$ cat config.mk
export PLATFORM = sky130hd
export DESIGN_NAME = icache_fetch
export DESIGN_NICKNAME = d
export VERILOG_FILES = /design/src/rtl/icache_fetch.sv
export SDC_FILE = /design/constraint.sdc
export NUM_CORES = 2
export LEC_CHECK = 0
export BUFFER_PORTS_ARGS = -buffer_cell sky130_fd_sc_hd__buf_2
export CAP_MARGIN = 20
export CORE_UTILIZATION = 65
export CTS_BUF_LIST = sky130_fd_sc_hd__clkbuf_4 sky130_fd_sc_hd__clkbuf_8
export DETAILED_ROUTE_END_ITERATION = 7
export HOLD_SLACK_MARGIN = 0.1
export PLACE_DENSITY = 0.82
export SLEW_MARGIN = 20
export SYNTH_ARGS = -nofsm -noshare
export SYNTH_HDL_FRONTEND = slang
export SYNTH_SLANG_ARGS = --single-unit
$ cat constraint.sdc
create_clock -name clk -period 13.33 [get_ports clk]
set_clock_uncertainty 0.2 [all_clocks]
set_input_delay 1.333 -clock clk [delete_from_list [all_inputs] [get_ports clk]]
set_output_delay 1.333 -clock clk [all_outputs]
set_load 0.05 [all_outputs]
$ cat src/rtl/icache_fetch.sv
// Direct-mapped, read-only instruction cache between the fetch PC and a slower backing memory.
// A hit returns data in the same cycle. A miss refills the whole line, one word per acknowledged request.
module icache_fetch #(
  parameter int LINES = 16,
  parameter int WORDS = 4
) (
  input  logic        clk,
  input  logic        reset,
  input  logic [31:0] pcF,
  output logic [31:0] instrF,
  output logic        stallI,
  input  logic        invalidate,
  output logic        mem_req,
  output logic [31:0] mem_addr,
  input  logic        mem_ack,
  input  logic [31:0] mem_rdata,
  output logic [15:0] miss_count
);

  localparam int WB = $clog2(WORDS);
  localparam int IB = $clog2(LINES);
  localparam int TB = 32 - 2 - WB - IB;

  typedef enum logic {S_IDLE, S_REFILL} state_t;

  state_t            r_state;
  logic [LINES-1:0]  r_valid;
  logic              r_pend;
  logic [WB-1:0]     r_cnt;
  logic [15:0]       r_miss_count;
  logic [TB-1:0]     r_ltag;
  logic [IB-1:0]     r_lidx;
  logic [TB-1:0]     r_tag  [LINES];
  logic [31:0]       r_data [LINES*WORDS];

  logic [WB-1:0]     w_word;
  logic [IB-1:0]     w_idx;
  logic [TB-1:0]     w_tag;
  logic              w_idle;
  logic              w_hit;
  logic              w_miss;
  logic              w_fill;
  logic              w_last;

  assign w_word = pcF[2 +: WB];
  assign w_idx  = pcF[2+WB +: IB];
  assign w_tag  = pcF[31 -: TB];
  assign w_idle = (r_state == S_IDLE);
  assign w_hit  = r_valid[w_idx] && (r_tag[w_idx] == w_tag);
  assign w_miss = !reset && w_idle && !w_hit;
  assign w_fill = !reset && (r_state == S_REFILL) && mem_ack;
  assign w_last = w_fill && (r_cnt == '1);

  // Control: state, valid bits, pending invalidate, word counter, miss counter
  always_ff @(posedge clk) begin
    if (reset) begin
      r_state      <= S_IDLE;
      r_valid      <= '0;
      r_pend       <= 1'b0;
      r_cnt        <= '0;
      r_miss_count <= '0;
    end else begin
      case (r_state)
        S_IDLE: begin
          if (invalidate) r_valid <= '0;
          if (!w_hit) begin
            r_cnt   <= '0;
            r_state <= S_REFILL;
            if (r_miss_count != 16'hFFFF) r_miss_count <= r_miss_count + 16'd1;
          end
        end
        S_REFILL: begin
          // The line being filled stays invalid if an invalidate arrived at any point of its refill
          if (invalidate) begin
            r_valid <= '0;
            r_pend  <= 1'b1;
          end
          if (mem_ack) begin
            r_cnt <= r_cnt + 1'b1;
            if (r_cnt == '1) begin
              r_valid[r_lidx] <= !(r_pend || invalidate);
              r_pend          <= 1'b0;
              r_state         <= S_IDLE;
            end
          end
        end
        default: r_state <= S_IDLE;
      endcase
    end
  end

  // Storage and latched refill address; not reset
  always_ff @(posedge clk) begin
    if (w_miss) begin
      r_ltag <= w_tag;
      r_lidx <= w_idx;
    end
    if (w_fill) r_data[{r_lidx, r_cnt}] <= mem_rdata;
    if (w_last) r_tag[r_lidx] <= r_ltag;
  end

  assign stallI     = !reset && (!w_idle || !w_hit);
  assign instrF     = (!reset && w_idle && w_hit) ? r_data[{w_idx, w_word}] : 32'd0;
  assign mem_req    = !reset && (r_state == S_REFILL);
  assign mem_addr   = mem_req ? {r_ltag, r_lidx, r_cnt, 2'b00} : 32'd0;
  assign miss_count = r_miss_count;

endmodule

# [Word level (Yosys, flattened, before mapping)]
# Memories as Yosys holds them, arrays and structs flattened.
# Index checks and enable logic that the tools add are counted.
# W data, S select, Z words.
[word_totals] register_bits=64 ram_bits=2432 in_bits=68 out_inout_bits=82 elab_cells=64 memories=2
[op_classes] n_addsub=2 order_cmp=3 n_eq_ne=5 mux=27 n_bitwise=2 n_reduce_logical=16
[memory_table] memory="r_data" depth=64 width=32 read_ports=1 rd_clocked_by_memory_dff=0 wr=1 line="34" source="logic [31:0] r_data [LINES*WORDS];"
[memory_table] memory="r_tag" depth=16 width=24 read_ports=1 rd_clocked_by_memory_dff=0 wr=1 line="33" source="logic [TB-1:0] r_tag [LINES];"
[op_table] op="$mux W16" count=5
[op_table] op="$mux W32" count=2
[op_table] op="$pmux W16 S2" count=1
[op_table] op="$eq A24 B24 Y1" count=1
[op_table] op="$add A16 B1 Y16 const B" count=1
[op_table] op="$bwmux W16" count=1
[op_table] op="$ne A16 B16 Y1 const B" count=1
[op_table] op="$mux W1" count=12
[op_table] op="$lt A4 B5 Y1 const B" count=2
[op_table] op="$logic_and A1 B1 Y1" count=9
[op_table] op="$bmux W1 S4" count=1
[op_table] op="$demux W1 S4" count=1
[op_table] op="$ge A4 B1 Y1 const B" count=1
[op_table] op="$mux W2" count=2
[op_table] op="$ne A2 B2 Y1 const B" count=2
[op_table] op="$pmux W2 S2" count=1
[op_table] op="$logic_not A1 Y1" count=3
[op_table] op="$reduce_and A3 Y1" count=1
[op_table] op="$add A2 B1 Y2 const B" count=1
[op_table] op="$eq A2 B2 Y1 const B" count=1
[op_table] op="$logic_or A1 B1 Y1" count=2
[op_table] op="$not A1 Y1" count=2
[op_table] op="$pmux W1 S2" count=1
[op_table] op="$reduce_and A2 Y1" count=1

# [Depth between registers and ports, before layout]
[logic_depth] word_depth=8 depth_mapped=14 depth_no_buf=9

# [Worst setup path before layout]
# OpenSTA, ideal clock, no wires.
[synth_path] kind="in2out" start="input port pcF[4]" end="output port instrF[22]" arrival_time_ns=4.587 required_ns=11.797 setup_slack_ns=7.210 path_stages=12 path_buffers=3 path_cell_list="buf_6 > nor2b_1 > clkbuf_2 > a22o_1 > a221oi_1 > mux2_2 > or3_1 > or3_1 > nor4b_2 > nand3_2 > buf_6 > nor2b_1"
[synth_between] elab_chain_len=5 elab_cells_between_ends=8 cone_classes="eq/ne: 1; mux: 3; reduce/logical: 2; memory: 2"
[synth_lines] item="start: declaration" line="9" source="input logic [31:0] pcF,"
[synth_lines] item="$mem_v2 Z16 W24 or $bmux W1 S4 (tied branches)"
[synth_lines] item="$eq A24 B24 Y1 or $mux W1 (tied branches)" line="49" source="assign w_hit = r_valid[w_idx] && (r_tag[w_idx] == w_tag);"
[synth_lines] item="$logic_and A1 B1 Y1" line="49"
[synth_lines] item="$logic_and A1 B1 Y1" line="103" source="assign instrF = (!reset && w_idle && w_hit) ? r_data[{w_idx, w_word}] : 32'd0;"
[synth_lines] item="$mux W32 *" line="103"
[synth_lines] item="end: declaration" line="10" source="output logic [31:0] instrF,"
# Mark *: on every way between the ends. The rest lies on a longest branch, timed or not. The select of a mux whose other input is x is not followed.

# [Final worst setup path]
[layout_path] start="input port pcF[7]" end="output port instrF[0]"
# The elaborated chain is that of the path after synthesis.

==> results.tsv <==
metric	value	unit
Post-synth ARST share	0	
Final Hold Violating Endpoints	0	
Clock power frac	0.385	
area grow syn2layout	10.98	%
Starting Density	0.6583	
final setup vio count	0	
PD cells	143.1	nW/um^2
flops & latches, synth	2496	
HPWL Detailed	133000	um
Rel. slew slack	0.2362	
Worst-Skew Late Latency	1.02	ns
post-synthesis sequential area ratio	0.7747	
WL/cell	37.33	um
average size of a mapped cell	23.61	sq um
clk slew on worst S/H paths	0.06	ns
Critical Path End Type	primary output	
Hold WC Path Type	reg -> reg	
Ys Warns	0	
GP Congestion	0.8376	
Req. time, crit path	11.80	ns
initial antenna violation count	26	
GRT Residual Overflow	0	
Via density	7.248	
chip width	386.9	um
Hold-fix buffers, CTS	0	
Worst Path Arrival	7.24	ns
Final ANT Viol Nets	0	
Vias	48520	
most frequent cells in the layout	edfxtp_1, mux4_2, clkbuf_8, buf_2, clkbuf_4	
CTS tree	built	
H-tree depth	5	
FF-to-FF path depth	8	
Longest Clk Path Bufs	4	
total track usage	0.3377	
Core Region	146300	sq um
violated checks	DRC	
PortBufs	145	
fin nets	4569	
RSZ-0062 raised after global routing	no	
worst hold slack	0.2764	ns
cell count after synthesis	4079	
kind of critical path	in -> out	
largest net degree at the start of global routing	136	
Top FF cell, synth	edfxtp_1	
Clock Sink Count	2496	
peak supply drop	0.0001309	V
Die Y	386.9	um
Post-CTS Setup Inserts	0	
switch share	0.2143	
fin crit share	0.6584	
DRC viols	2	
Mapped Area	96290	sq um
register area	74590	sq um
Worst Setup Start Kind	input port	
vias in the first global route	48890	
Total Wirelength	249900	um
Int Power	12.02	mW
drt first pass iters	8	
multi-input logic area	21180	sq um
Pleak	33.61	nW
DR iter-0 viols	7058	
post-CTS resize count	0	
Fill cells	7385	
sum of negative setup slack	0	ns
Comb pwr share	0.048	
Clock Root Buffer	clkbuf_8	
Netlist cell types	72	
Switch Pwr	3.278	mW
fmax	113.9	MHz
placement row count	140	
Max Fanout on Critical Path	82	
status	finished with violations	
Inserted Clock Buffers	383	
Worst-Margin Slew	1.146	ns
crit path time final	8.776	ns
Max Slew Vio Count	0	
sequential power share	0.566	
first-pass GRT wire length	349900	um
die area	149700	sq um
# Max-Cap Violations	0	
Hold Path Cell Cnt	2	
share of post-route cells with drive strength above 1	0.3510	
I/O pin cnt	150	
leading cell type in the layout, fill and taps excluded	edfxtp_1	
Post-synth EDFFs	2460	
[cell usage after synthesis (all sizes together), types with 9 or more instances]
| library cell | n | share of area |
|---|---|---|
| or3 | 31 | 0.0020 |
| mux2 | 31 | 0.0036 |
| mux4 | 734 | 0.17 |
| o22ai | 11 | 0.00071 |
| mux2i | 73 | 0.0076 |
| inv | 9 | 0.00035 |
| edfxtp | 2460 | 0.77 |
| nand4 | 14 | 0.00091 |
| a21oi | 32 | 0.0017 |
| a221oi | 9 | 0.00088 |
| nand3 | 21 | 0.0011 |
| o21ai | 25 | 0.0013 |
| nand2 | 41 | 0.0016 |
| dfxtp | 36 | 0.0075 |
| nor3 | 15 | 0.00090 |
| buf | 88 | 0.0055 |
| nor2b | 51 | 0.0033 |
| nor2 | 108 | 0.0042 |
| and3 | 32 | 0.0021 |
| xnor2 | 11 | 0.0010 |
| a22oi | 18 | 0.0015 |
| clkbuf | 132 | 0.0052 |
[worst max-delay path: stages]
cell and delay (ns):
buf_6 0.71, buf_4 0.69, nor2b_1 0.43, a22o_1 0.31
a221oi_1 0.24, mux2_2 0.38, or3_1 0.34, or3_1 0.43
nor4b_2 0.80, nand3_4 0.65, and2b_1 0.40, buf_2 0.25
[final timing paths]
kind                 startpoint           to  slack [ns]
setup / recovery         pcF[7]    instrF[0]        4.55
setup reg to reg  r_tag[13][14]     r_cnt[0]        9.10
hold reg to reg     r_valid[14]  r_valid[14]        0.28
hold / removal      r_valid[14]  r_valid[14]        0.28
[registers in the layout (all words and copies together) (netlist names)]
signal and count:
r_cnt 2, miss_count 16, r_valid 16, r_lidx 4
r_state 1, r_data 2048, r_tag 384, r_ltag 24
r_pend 1
[metrics by stage]
stage                 util  area, sq um  power, mW  instances  setup slack, ns
finish              0.7306       106900      15.30       6694            4.554
global route        0.7305       106900      15.69       6689            4.507
CTS                 0.7300       106800      15.33       6678            4.323
detailed placement  0.6826        99840      9.558       6029            4.322
global placement    0.6826        99840      9.528       6029            4.480
floorplan                -        96290      9.268       4080            7.210
[final cells by class]
class                      count  area share
antenna                       14   0.0003278
timing repair buffer         254     0.01571
tap                         1917     0.02244
clock buffer                 508     0.05846
sequential                  2496      0.6980
inverter                      10   0.0004215
clock inverter               141    0.006486
multi-input combinational   1354      0.1982
[per-layer routing]
layer / routed length [um] / GRT usage / share of wire
met5: 115 / 0.006699 / 0.00046
met4: 13000 / 0.1670 / 0.052
met3: 31970 / 0.08121 / 0.13
met2: 122100 / 0.5326 / 0.49
met1: 82730 / 0.4493 / 0.33
[cell families after synthesis]
group | Yosys count | share of synthesized area
simple gates | 359 | 0.01988
other cells | 1 | 0.00003894
mux | 838 | 0.1830
buf+inv | 230 | 0.01104
xor+xnor | 18 | 0.001637
flops | 2496 | 0.7747
fa+ha+maj | 2 | 0.0002598
compound gates | 135 | 0.009512
[power by group through the flow]
stage | combinational (mW) | sequential, mW | clock [mW]
final | 0.740 | 8.66 | 5.90
after global placement | 0.709 | 8.82 | 0
after detailed placement | 0.735 | 8.82 | 0
after floorplan | 0.452 | 8.82 | 0
after CTS | 0.737 | 8.66 | 5.94
after global routing | 0.772 | 8.66 | 6.26
No activity file was read; power rests on OpenSTA's default activity.
